File: config.mk
export PLATFORM = sky130hd
export DESIGN_NAME = pcileech_tx_arbiter
export DESIGN_NICKNAME = d
export VERILOG_FILES = /design/src/rtl/pcileech_tx_arbiter.sv
export SDC_FILE = /design/constraint.sdc
export NUM_CORES = 1
export LEC_CHECK = 0
export CAP_MARGIN = 20
export CORE_MARGIN = 2
export CORE_UTILIZATION = 42
export CTS_BUF_LIST = sky130_fd_sc_hd__clkbuf_16
export DETAILED_ROUTE_END_ITERATION = 6
export GPL_ROUTABILITY_DRIVEN = 0
export PLACE_DENSITY = 0.8
export SLEW_MARGIN = 25
export SYNTH_ARGS = -nofsm -noshare
export SYNTH_HDL_FRONTEND = slang
export SYNTH_SLANG_ARGS = --single-unit
File: constraint.sdc
create_clock -name CLK -period 4.8 [get_ports CLK]
set_clock_uncertainty 0.2 [all_clocks]
set_input_delay 0.96 -clock CLK [delete_from_list [all_inputs] [get_ports CLK]]
set_output_delay 0.96 -clock CLK [all_outputs]
set_load 0.01 [all_outputs]
File: src/rtl/pcileech_tx_arbiter.sv
// Packet-aware round-robin arbiter: TLP and CFG streams onto one output.
// Grant locks per packet; a watchdog releases a starved lock.
module pcileech_tx_arbiter #(
  parameter int TIMEOUT_CYCLES = 1024,
  parameter int ERRCNT_W       = 16
) (
  input  logic                CLK,
  input  logic                RESET,
  input  logic [63:0]         tlp_data,
  input  logic                tlp_last,
  input  logic                tlp_valid,
  output logic                tlp_ready,
  input  logic [63:0]         cfg_data,
  input  logic                cfg_last,
  input  logic                cfg_valid,
  output logic                cfg_ready,
  output logic [63:0]         out_data,
  output logic                out_src,
  output logic                out_last,
  output logic                out_valid,
  input  logic                out_ready,
  output logic                busy,
  output logic                err_timeout,
  output logic [ERRCNT_W-1:0] err_count
);

  localparam int CNT_W = $clog2(TIMEOUT_CYCLES);
  localparam logic [CNT_W-1:0] CNT_MAX =
    CNT_W'(TIMEOUT_CYCLES - 1);

  typedef enum logic [1:0] {
    IDLE,
    LOCK_TLP,
    LOCK_CFG
  } state_t;

  state_t           state;
  state_t           state_n;
  logic             rr_ptr;
  logic             rr_n;
  logic [CNT_W-1:0] cnt;
  logic [CNT_W-1:0] cnt_n;
  logic             abort;
  logic             gnt_tlp;
  logic             gnt_cfg;
  logic             load;
  logic             xfer_tlp;
  logic             xfer_cfg;
  logic             lk_id;
  logic             lk_valid;
  logic             lk_last;
  logic             lk_xfer;

  assign load      = out_ready | ~out_valid;
  assign tlp_ready = gnt_tlp & load;
  assign cfg_ready = gnt_cfg & load;
  assign xfer_tlp  = tlp_valid & tlp_ready;
  assign xfer_cfg  = cfg_valid & cfg_ready;
  assign busy      = (state != IDLE);

  assign lk_id    = (state == LOCK_CFG);
  assign lk_valid = lk_id ? cfg_valid : tlp_valid;
  assign lk_last  = lk_id ? cfg_last : tlp_last;
  assign lk_xfer  = lk_id ? xfer_cfg : xfer_tlp;

  // rr_ptr breaks ties only; a lone valid source always wins
  always_comb begin
    gnt_tlp = 1'b0;
    gnt_cfg = 1'b0;
    unique case (state)
      IDLE: begin
        gnt_tlp = tlp_valid & (~cfg_valid | ~rr_ptr);
        gnt_cfg = cfg_valid & (~tlp_valid | rr_ptr);
      end
      LOCK_TLP: gnt_tlp = 1'b1;
      LOCK_CFG: gnt_cfg = 1'b1;
      default: ;
    endcase
  end

  always_comb begin
    state_n = state;
    rr_n    = rr_ptr;
    cnt_n   = cnt;
    abort   = 1'b0;
    unique case (state)
      IDLE: begin
        if (xfer_tlp) begin
          if (tlp_last) begin
            rr_n = 1'b1;
          end else begin
            state_n = LOCK_TLP;
            cnt_n   = '0;
          end
        end else if (xfer_cfg) begin
          if (cfg_last) begin
            rr_n = 1'b0;
          end else begin
            state_n = LOCK_CFG;
            cnt_n   = '0;
          end
        end
      end
      LOCK_TLP, LOCK_CFG: begin
        if (lk_xfer) begin
          cnt_n = '0;
          if (lk_last) begin
            state_n = IDLE;
            rr_n    = ~lk_id;
          end
        end else if (!lk_valid) begin
          if (cnt == CNT_MAX) begin
            state_n = IDLE;
            rr_n    = ~lk_id;
            cnt_n   = '0;
            abort   = 1'b1;
          end else begin
            cnt_n = cnt + 1'b1;
          end
        end
      end
      default: state_n = IDLE;
    endcase
  end

  always_ff @(posedge CLK or posedge RESET) begin
    if (RESET) begin
      state       <= IDLE;
      rr_ptr      <= 1'b1;
      cnt         <= '0;
      err_timeout <= 1'b0;
      err_count   <= '0;
    end else begin
      state       <= state_n;
      rr_ptr      <= rr_n;
      cnt         <= cnt_n;
      err_timeout <= abort;
      if (abort && (err_count != '1)) begin
        err_count <= err_count + 1'b1;
      end
    end
  end

  always_ff @(posedge CLK or posedge RESET) begin
    if (RESET) begin
      out_data  <= '0;
      out_src   <= 1'b0;
      out_last  <= 1'b0;
      out_valid <= 1'b0;
    end else if (xfer_tlp || xfer_cfg) begin
      out_data  <= xfer_cfg ? cfg_data : tlp_data;
      out_src   <= xfer_cfg;
      out_last  <= xfer_cfg ? cfg_last : tlp_last;
      out_valid <= 1'b1;
    end else if (out_ready) begin
      out_valid <= 1'b0;
    end
  end

endmodule
== Word-level counts from Yosys, hierarchy flattened ==
Index checks and enable logic that the tools add are counted.

* Add/subtract/negate cells: 2
* Eq/ne operators: 12
* Muxes and demuxes: 39
* Bitwise operators: 14
* Reductions and logical operators: 10

{| class="wikitable"
|+ Operators with widths
! kind !! count
|-
| 2-to-1 mux 10 bit || 7
|-
| 2-to-1 mux 64 bit || 1
|-
| inequality test 3 bit, second input constant || 8
|-
| case mux 10 bit (2 select lines) || 1
|-
| 2-to-1 mux 1 bit || 18
|-
| adder 16 x 1 -> 16 bit, second input constant || 1
|-
| 2-to-1 mux 2 bit || 8
|-
| inequality test 16 bit, second input constant || 1
|-
| adder 10 x 1 -> 10 bit, second input constant || 1
|-
| == test 10 bit, second input constant || 1
|-
| AND reduction 7 bit || 1
|-
| bitwise AND 1 bit || 6
|-
| case mux 1 bit (2 select lines) || 3
|-
| AND reduction 6 bit || 1
|-
| nonzero test 2 bit || 3
|-
| inverter 1 bit || 5
|-
| AND reduction 5 bit || 1
|-
| case mux 2 bit (2 select lines) || 1
|-
| bitwise OR 1 bit || 3
|-
| == test 2 x 1 -> 1 bit, second input constant || 1
|-
| == test 2 bit, second input constant || 1
|-
| zero test 2 bit || 1
|-
| OR reduction 2 bit || 1
|-
| logical AND 1 bit || 1
|-
| logical OR 1 bit || 1
|}

* Register bits after elaboration: 97
* Output and inout bits: 87

== Logic depth before layout (Yosys ltp) ==
Gate-level depths: netlist of run 1.

* Word-level depth: 10
* Gate-level depth with buffers: 11
* Gate-level depth less buffers: 8

== Worst setup path after synthesis of run 1 ==
OpenSTA, ideal clock, no wires.

* Kind: in2reg
* From: input out_ready
* To: register cnt[7]
* Setup time: 92 ps
* Arrival: 2,336 ps
* Path slack: 2,172 ps
* Stages: 8
* Buffers on the path: 2
* Cells stage by stage: nor2b_1 > buf_2 > mux2_2 > o21ai_0 > o21ai_1 > or2_1 > buf_6 > o31ai_2

* Cells in the longest elaborated chain, start to end: 6

{| class="wikitable"
|+ RTL lines
! item !! line !! source
|-
| start: declaration || 21 || <nowiki>input logic out_ready,</nowiki>
|-
| bitwise OR 1 bit (*) || 54 || <nowiki>assign load = out_ready | ~out_valid;</nowiki>
|-
| bitwise AND 1 bit, on equally long branches || 55, 56 ||
|-
| bitwise AND 1 bit, on equally long branches || 57, 58 ||
|-
| 2-to-1 mux 1 bit || 64 || <nowiki>assign lk_xfer = lk_id ? xfer_cfg : xfer_tlp;</nowiki>
|-
| inequality test 3 bit (no line) or 2-to-1 mux 10 bit (tied branches) || n/a ||
|-
| AND reduction 5 bit (no line) or case mux 10 bit (2 select lines) (tied branches) || n/a ||
|-
| end signal: assignment || 136 || <nowiki>cnt <= cnt_n;</nowiki>
|-
| end: declaration || 41 || <nowiki>logic [CNT_W-1:0] cnt;</nowiki>
|}

Every way passes the cells marked *; elsewhere a longest branch is shown, timed or not.
A chain may end at the register's enable or synchronous reset.

== Final worst setup path of run 1 ==
* From: input cfg_valid
* To: output tlp_ready

* Cells in the longest elaborated chain, start to end: 5

{| class="wikitable"
|+ RTL lines
! item !! line !! source
|-
| start: declaration || 15 || <nowiki>input logic cfg_valid,</nowiki>
|-
| inverter 1 bit || 72 || <nowiki>gnt_tlp = tlp_valid & (~cfg_valid | ~rr_ptr);</nowiki>
|-
| bitwise OR 1 bit || 72 ||
|-
| bitwise AND 1 bit || 72 ||
|-
| case mux 1 bit (2 select lines) || 70 || <nowiki>unique case (state)</nowiki>
|-
| bitwise AND 1 bit || 55 || <nowiki>assign tlp_ready = gnt_tlp & load;</nowiki>
|-
| end: declaration || 12 || <nowiki>output logic tlp_ready,</nowiki>
|}

Every way passes these cells.

==> run metrics, run 1 <==
status complete, no violations; hpwl dp 10110 µm; Via Count 4361; Yosys cell types 48; CP cell instances clkdlybuf4s50_1 -> a21boi_2 -> a21oi_1 -> nor2_1 -> clkdlybuf4s50_1; CTS tree yes; Sink Count 97; Syn Area/Cell 10.16 µm²; DR pass1 iterations 4; RSZ-0062 raised after global routing no; slowest CP cell clkdlybuf4s50_1; asr flop ratio synth 100.0%; Worst Max-Slew Pin Slew 0.7578 ns; Total Nets Final 825; Ant. Diodes 0; Post-CTS Setup Inserts 0; min-delay src out_src; Worst Path Required 3.64 ns; vias in the first global route 4512; fin. max-slew vios 0; Final Cycle Share 77.44%; CP arrival 2.56 ns; Ports 222; Yosys reg bits 97; Critical Path Sink Type output pin; cell count after synthesis 474; worst setup margin 1.083 ns; Hold Path Class flip-flop to flip-flop; Core Region 11320 µm²; share of layout cells above drive strength 1 5.225%; GRT overflow 0; Max Fclk 269.0 MHz; global-route wire length before repair 21760 µm; FILL cells 900; buffer and inverter count on the worst path 2; htree depth 3; final hold vios 0; initial antenna violation count 0; Startpoint Class input port; setup_tns 0 ns; post-synthesis mux area share 14.50%; simple-gate share of the synthesized area 13.67%; hold_ws 0.2871 ns; cts bufs inserted 9; Setup Crit Path Kind input port to output pin; Max VDD drop 0.0003828 V; drc violations 0; Most used DFF post-synth dfrtp_1; most used cell, CP clkdlybuf4s50_1; Crit. Startpoint cfg_valid; largest net degree at the start of global routing 88; number of synthesized flops with an enable pin 0; Register Area 2429 µm²; Post-CTS Resized 0; delay-heaviest family, CP buffers and inverters; Post-Synth Adder-Cell Area 1.559%; synthesized net count 615; Compound-Gate Fraction of Synth Area 13.46%; synthesized area 4815 µm²; Area after DPL 7146 µm²; chip width 111.1 µm; Hold Buf Count CTS 0; post-synthesis sequential area ratio 50.44%; max cap viols 0; clk root buf clkbuf_16; Total Power 3.912 mW; Worst-Skew Late Latency 0.35 ns; final wirelength 13500 µm; row count 39; Slew HR 49.48%; DRT antenna net count 0; leak pwr 3.377 nW; DP Worst Slack 1.080 ns; Die ar. 12340 µm²; DR vias/cell 5.242; Setup Viol. Count Final 0; Crit Reg-Reg Startpoint state[0]; post-route design area 7410 µm²; starting DRC count in detailed routing 199; Tmin final 3.717 ns; GRT Total Usage 21.97%; area taken by multi-input logic gates 2218 µm²; largest family of logic cells by synthesized area multiplexers; CP max stage delay 0.56 ns; DR WL/cell 16.22 µm; Pwr Density 528.0 nW/µm²; Die Span Y 111.1 µm; clock transition at the registers of the reported paths 0.07 ns; Clock Path Buffers 2; YS warnings 0; initial core utilization 42.53%; Synth-to-Final Area Change 53.90%; Synth Area in XOR/XNOR 2.547%; CP Max Fanout 8; Port-buffer cells 221
-- power breakdown --
group          internal (mW)  switching (mW)
Combinational           1.02           0.922
Clock                  0.345           0.302
Sequential              1.13           0.187
Total                   2.50            1.41
-- layout by cell type, fill, tap and decap left out, drive strengths merged, types with 9 or more instances in the layout --
cell type	count
inv	11
mux2i	66
nor2	14
clkdlybuf4s50	221
clkbuf	9
nand3	11
o21ai	82
dfrtp	96
nand2	78
and3	14
-- registers in the layout (all words and copies together), names as in the netlist --
| name | flops |
|---|---|
| cnt | 10 |
| err_count | 16 |
| err_timeout | 1 |
| out_data | 64 |
| out_last | 1 |
| out_src | 1 |
| out_valid | 1 |
| rr_ptr | 1 |
| state | 2 |
-- tightest hold or removal path: stages, from the launching register on --
cell and delay [ns]:
dfrtp_1 0.35, nand2_1 0.05, nand2_1 0.05
-- per-stage QoR --
stage / utilization [%] / std cells
floorplan: - / 474
global placement: 63.10 / 816
detailed placement: 63.12 / 816
CTS: 65.45 / 832
global route: 65.45 / 832
finish: 65.45 / 832
-- synthesized netlist by cell type, types with 2 or more instances --
cell / instances / area (µm²)
nor3_1: 3 / 15.01
nand3_1: 11 / 55.05
nand4_1: 5 / 31.28
a41o_1: 2 / 20.02
o21ai_1: 4 / 20.02
o31ai_2: 5 / 62.56
buf_6: 3 / 33.78
xor2_1: 7 / 61.31
buf_2: 12 / 60.06
ha_1: 6 / 75.07
o21ai_0: 78 / 390.4
dfrtp_1: 96 / 2402
clkbuf_1: 12 / 45.04
and3_1: 14 / 87.58
a21oi_1: 4 / 20.02
or2_1: 2 / 12.51
o211ai_1: 2 / 15.01
buf_1: 2 / 7.510
mux2i_1: 65 / 650.6
nor2_1: 14 / 52.55
nand2b_1: 3 / 18.77
and4_1: 4 / 35.03
nand2_1: 78 / 292.8
a31oi_1: 2 / 12.51
mux2_2: 2 / 22.52
xnor2_1: 7 / 61.31
inv_1: 10 / 37.54
-- cell families after synthesis --
logic type / after synthesis
compound gates: 108
xor+xnor: 14
fa+ha+maj: 6
buf+inv: 39
flops: 97
mux: 69
simple gates: 141
-- final timing paths --
kind | end | slack, ns | cells past startpoint
worst min-delay path | out_src | 0.29 | 2
max in group asynchronous | rr_ptr | 2.71 | 3
min in group asynchronous | err_count[1] | 0.95 | 2
worst max register to register | cnt[2] | 2.02 | 7
worst min register to register | out_src | 0.29 | 2
worst max-delay path | tlp_ready | 1.08 | 5
-- layer usage --
layer	GRT usage (%)	part of all wire [%]	vias to the layer above
li1	-	-	2080
met4	10.12	2.7	0
met5	0	0	-
met2	38.04	50	171
met1	25.13	39	2082
met3	6.397	7.6	28
-- cell type report --
type,count,share of cell area [%]
Tap cell,143,2.415
Inverter,10,0.5741
Multi-Input combinational cell,338,29.94
Timing Repair Buffer,228,30.73
Sequential cell,97,32.78
Clock inverter,7,0.5235
Clock buffer,9,3.040
Power figures use the tool's default switching activity.
==> run 2: changes to the inputs <==
--- a/config.mk
+++ b/config.mk
@@ -7,11 +7,11 @@
 export LEC_CHECK = 0
 export CAP_MARGIN = 20
 export CORE_MARGIN = 2
-export CORE_UTILIZATION = 42
+export CORE_UTILIZATION = 38
 export CTS_BUF_LIST = sky130_fd_sc_hd__clkbuf_16
 export DETAILED_ROUTE_END_ITERATION = 6
 export GPL_ROUTABILITY_DRIVEN = 0
-export PLACE_DENSITY = 0.8
+export PLACE_DENSITY = 0.77
 export SLEW_MARGIN = 25
 export SYNTH_ARGS = -nofsm -noshare
 export SYNTH_HDL_FRONTEND = slang
==> constraint.sdc (replaced) <==
create_clock -name CLK -period 3.1 [get_ports CLK]
set_clock_uncertainty 0.2 [all_clocks]
set_input_delay 0.62 -clock CLK [delete_from_list [all_inputs] [get_ports CLK]]
set_output_delay 0.62 -clock CLK [all_outputs]
set_load 0.01 [all_outputs]
==> run 2 against run 1 <==
First-iteration DRC count is 20% higher. Clock power grew 76%. Global-route usage shrank 2.6 points. Flip-flop and latch count unchanged. Hold slack got worse by 0.0032 ns. Sequential share of layout area shrank 0.75 points. Clock-buffer cell count stayed put. Non-clock buffer count grew 4. Wire length shrank 1.9%. Critical path type is now flip-flop to output pin. Largest cell class unchanged.
==> run metrics, run 2 (synthesis gave the netlist of run 1 again) <==
status complete, no violations (unchanged); row count 41 (was 39); most frequent cells in the layout clkdlybuf4s50_1, dfrtp_1, nand2_1, o21ai_0, mux2i_1 (unchanged); Via Count 4319 (was 4361); max cap viols 0 (unchanged); top flop regs out_data: 64 flops, err_count: 16 flops, cnt: 10 flops (unchanged); Ant. Diodes 0 (unchanged); Max VDD drop 0.0003985 V (was 0.0003828 V); DRT antenna net count 0 (unchanged); final wirelength 13240 µm (was 13500 µm); largest net degree at the start of global routing 70 (was 88); slowest CP cell clkdlybuf4s50_1 (unchanged); Clock Path Buffers 2 (unchanged); GRT Total Usage 19.36% (was 21.97%); setup_tns 0 ns (unchanged); leak pwr 3.440 nW (was 3.377 nW); RSZ-0062 raised after global routing no (unchanged); Most flops, register out_data (unchanged); cts bufs inserted 9 (unchanged); CP max stage delay 0.54 ns (was 0.56 ns); vias in the first global route 4378 (was 4512); DR pass1 iterations 4 (unchanged); Final Cycle Share 94.98%; Critical Path Sink Type output pin (unchanged); Die Span Y 116.6 µm (was 111.1 µm); final hold vios 0 (unchanged); share of layout cells above drive strength 1 6.061% (was 5.225%); DR vias/cell 4.993 (was 5.242); Slew HR 61.93% (was 49.48%); CP arrival 2.12 ns (was 2.56 ns); Synth-to-Final Area Change 57.51% (was 53.90%); chip width 116.6 µm (was 111.1 µm); FILL cells 1100 (was 900); global-route wire length before repair 20760 µm (was 21760 µm); CP cell instances inv_1 -> ha_1 -> a21boi_4 -> a21oi_1 -> nor2_1 -> clkdlybuf4s50_1 (was clkdlybuf4s50_1 -> a21boi_2 -> a21oi_1 -> nor2_1 -> clkdlybuf4s50_1); Setup Crit Path Kind flip-flop to output pin (was input port to output pin); Startpoint Class flip-flop (was input port); Worst Max-Slew Pin Slew 0.5699 ns (was 0.7578 ns); Port-buffer cells 221 (unchanged); Final Util 60.59% (was 65.45%); Total Nets Final 829 (was 825); CTS tree yes (unchanged); htree depth 3 (unchanged); Max Fclk 339.6 MHz; DR WL/cell 15.31 µm (was 16.22 µm); Setup Viol. Count Final 0 (unchanged); Worst-Skew Late Latency 0.34 ns (was 0.35 ns); GRT overflow 0 (unchanged); Ports 222 (unchanged); Sink Count 97 (unchanged); fin. max-slew vios 0 (unchanged); clk root buf clkbuf_16 (unchanged); starting DRC count in detailed routing 238 (was 199); Die ar. 13590 µm² (was 12340 µm²); Pwr Density 824.4 nW/µm² (was 528.0 nW/µm²); R2R cell count 7 (unchanged); Tmin final 2.944 ns; Hold Path Class flip-flop to flip-flop (unchanged); hpwl dp 10180 µm (was 10110 µm); drc violations 0 (unchanged); initial antenna violation count 0 (unchanged); CP Max Fanout 5 (was 8); commonest non-fill, non-tap cell in the layout clkdlybuf4s50_1 (unchanged); Worst Path Required 2.28 ns (was 3.64 ns); Hold Path Depth 2 (unchanged); Core Region 12520 µm² (was 11320 µm²); clock transition at the registers of the reported paths 0.06 ns (was 0.07 ns); Largest register FFs 64 (unchanged); initial core utilization 38.46% (was 42.53%); Hold Buf Count CTS 0 (unchanged)
[run 2: layer usage]
layer  track usage (%)  vias up  wire, µm
met5                 0        -         0
met4             5.333        0       155
met3             6.072       18      1048
met2             34.42      174      6806
met1             22.62     2030      5233
li1                  -     2097         -
[run 2: metrics by stage]
stage | hold WS, ns | cells | instance area [µm²] | power (mW) | setup WS (ns)
finish | 0.2839 | 865 | 7584 | 6.252 | 0.1556
global route | 0.3194 | 865 | 7584 | 6.670 | 0.02326
CTS | 0.2963 | 865 | 7576 | 6.306 | 0.1238
detailed placement | 0.2753 | 849 | 7273 | 5.149 | 0.1521
global placement | 0.2755 | 849 | 7273 | 5.056 | 0.1944
floorplan | 0.2589 | 474 | 4818 | 3.607 | 0.7129
[run 2: path summary, 6_finish.rpt]
| check | startpoint | to | slack, ns |
|---|---|---|---|
| hold reg to reg | out_src | out_src | 0.28 |
| max in group asynchronous | RESET | out_data[61] | 1.63 |
| min in group asynchronous | RESET | out_data[52] | 0.47 |
| setup reg to reg | state[0] | cnt[7] | 0.44 |
| hold / removal | out_src | out_src | 0.28 |
| setup / recovery | state[0] | tlp_ready | 0.16 |
[run 2: area by class of cell]
class | count | area, µm² | share of cell area, %
Timing Repair Buffer | 232 | 2370 | 31.25
Clock inverter | 7 | 77.57 | 1.023
Clock buffer | 9 | 225.2 | 2.970
Inverter | 10 | 41.29 | 0.5445
Multi-Input combinational cell | 338 | 2226 | 29.35
Sequential cell | 97 | 2429 | 32.02
Tap cell | 172 | 215.2 | 2.838
[run 2: repair_timing]
| item | 4_1_cts | 5_1_grt |
|---|---|---|
| gates resized for setup | 0 | 1 |
| setup endpoints to repair | 0 | 1 |
| setup buffers | 0 | 0 |
[run 2: worst max-delay path: cells and delay by family, from the launching register on]
kind            cells  cell delay (ns)
buf+inv             2             0.67
flops               1             0.37
compound gates      2             0.35
fa+ha+maj           1             0.28
simple gates        1             0.11
[run 2: power breakdown]
| group | internal (mW) | switching, mW | total (mW) |
|---|---|---|---|
| Combinational | 1.65 | 1.43 | 3.08 |
| Clock | 0.633 | 0.502 | 1.14 |
| Sequential | 1.76 | 0.285 | 2.04 |
==> run 3: changes to the inputs <==
==> constraint.sdc (replaced) <==
create_clock -name CLK -period 3.1 [get_ports CLK]
set_clock_uncertainty 0.2 [all_clocks]
set_input_delay 0.62 -clock CLK [delete_from_list [all_inputs] [get_ports CLK]]
set_output_delay 0.62 -clock CLK [all_outputs]
set_load 0.1 [all_outputs]
==> run 3 against run 2 <==
Critical path depth decreased by 1. Critical endpoint unchanged. Non-clock buffer count fell by 1. Design area shrank 3.7%. Hold slack gained 0.0040 ns.
==> run metrics, run 3 (synthesis gave the netlist of run 1 again) <==
vias in the first global route 4099 (was 4378); Critical Path Sink Type output pin (unchanged); min-delay src err_count[15] (was out_src); global-route wire length before repair 19770 µm (was 20760 µm); cts bufs inserted 9 (unchanged); commonest non-fill, non-tap cell in the layout clkdlybuf4s50_1 (unchanged); hold_ws 0.2879 ns (was 0.2839 ns); chip width 116.6 µm (unchanged); CP Max Fanout 8 (was 5); drc violations 0 (unchanged); Total Nets Final 828 (was 829); fin. max-slew vios 0 (unchanged); initial core utilization 38.46% (unchanged); Port-buffer cells 221 (unchanged); Ant. Diodes 0 (unchanged); Clock Path Buffers 2 (unchanged); final wirelength 12990 µm (was 13240 µm); Die ar. 13590 µm² (unchanged); Startpoint Class input port (was flip-flop); Post-CTS Setup Inserts 0 (unchanged); Synth-to-Final Area Change 51.61% (was 57.51%); post-route design area 7300 µm² (was 7584 µm²); CTS tree yes (unchanged); DRT antenna net count 0 (unchanged); htree depth 3 (unchanged); Area after DPL 7048 µm² (was 7273 µm²); max cap viols 0 (unchanged); Final Util 58.32% (was 60.59%); largest net degree at the start of global routing 76 (was 70); status complete, no violations (unchanged); hpwl dp 9881 µm (was 10180 µm); RR Endpoint cnt[9] (was cnt[7]); DR pass1 iterations 4 (unchanged); Hold Path Depth 1 (was 2); row count 41 (unchanged); Slew HR 59.56% (was 61.93%); clk root buf clkbuf_16 (unchanged); R2R cell count 7 (unchanged); Max Fclk 354.5 MHz (was 339.6 MHz); Post-CTS Resized 0 (unchanged); Setup Viol. Count Final 0 (unchanged); clock transition at the registers of the reported paths 0.06 ns (about the same); CP arrival 2.00 ns (was 2.12 ns); Core Region 12520 µm² (unchanged); FILL cells 1100 (unchanged); Crit Reg-Reg Startpoint state[0] (unchanged); GRT overflow 0 (unchanged); Worst-Skew Late Latency 0.34 ns (about the same); Reg2Reg Setup Slack 0.45 ns (was 0.44 ns); Most flops, register out_data (unchanged); GRT Total Usage 18.47% (was 19.36%); DR vias/cell 4.973 (was 4.993); Die Span Y 116.6 µm (unchanged); Largest register FFs 64 (unchanged); RSZ-0062 raised after global routing no (unchanged); Worst Max-Slew Pin Slew 0.6053 ns (was 0.5699 ns); Via Count 4292 (was 4319); top flop regs out_data: 64 flops, err_count: 16 flops, cnt: 10 flops (unchanged); Hold Buf Count CTS 0 (unchanged); DR WL/cell 15.05 µm (was 15.31 µm); share of layout cells above drive strength 1 18.09% (was 6.061%); initial antenna violation count 0 (unchanged); Tmin final 2.821 ns (was 2.944 ns); starting DRC count in detailed routing 210 (was 238); WHS Endpoint err_count[15] (was out_src); Worst Path Required 2.28 ns (about the same); final hold vios 0 (unchanged); Sink Count 97 (unchanged); Final Cycle Share 91.00% (was 94.98%); Hold Path Class flip-flop to flip-flop (unchanged); most frequent cells in the layout clkdlybuf4s50_1, dfrtp_1, buf_4 (was clkdlybuf4s50_1, dfrtp_1, nand2_1, o21ai_0, mux2i_1); Setup Crit Path Kind input port to output pin (was flip-flop to output pin); Ports 222 (unchanged)
==> run 3: cell types whose count changed in the layout (fill, tap and decap cells not counted), moves of 2 or more <==
| cell | before | now |
|---|---|---|
| clkdlybuf4s50_1 | 221 | 134 |
| clkinvlp_4 | 3 | 1 |
| clkinv_1 | 1 | 3 |
| buf_4 | 5 | 91 |
| clkinv_2 | 0 | 3 |
==> run 3: area by class of cell <==
| class | count | area [µm²] | area share [%] |
|---|---|---|---|
| flip-flops and latches | 97 | 2429 | 33.27 |
| multi-input cells | 338 | 2218 | 30.39 |
| repair buffers | 231 | 2145 | 29.38 |
| clock buffers | 9 | 225.2 | 3.085 |
| well taps | 172 | 215.2 | 2.948 |
| inverters | 10 | 41.29 | 0.5656 |
| clock inverters | 6 | 26.28 | 0.3600 |
==> run 3: worst max-delay path by stage <==
stage	from	end	slack, ns	cells after the start
after detailed placement	cfg_valid	cnt[9]	0.12	7
after CTS	cfg_valid	tlp_ready	0.29	5
after global placement	out_ready	cnt[5]	0.22	7
after floorplan	out_valid	cfg_ready	-0.16	3
final	cfg_valid	tlp_ready	0.28	5
after global routing	cfg_valid	tlp_ready	0.20	5
==> run 3: per-layer routing <==
layer	routed length (µm)	track usage, %
met3	872	5.138
met2	6566	31.98
met4	127	4.549
met5	0	0
met1	5422	22.96
==> run 3: worst max-delay path, stage by stage <==
cell,delay [ns]
clkdlybuf4s50_1,0.57
a21boi_2,0.31
a21oi_1,0.10
nor2_1,0.19
buf_12,0.21
==> run 3: through the flow <==
step           setup WS, ns  instances  setup TNS (ns)
5_1_grt              0.1976        863               0
3_3_place_gp         0.2164        848               0
4_1_cts              0.2935        863               0
3_5_place_dp         0.1186        848               0
6_report             0.2789        863               0
2_1_floorplan       -0.1575        474         -0.3150
Power of run 3 is not shown: default switching activity piles up to over one toggle a cycle in this logic, so the estimate is an artifact.
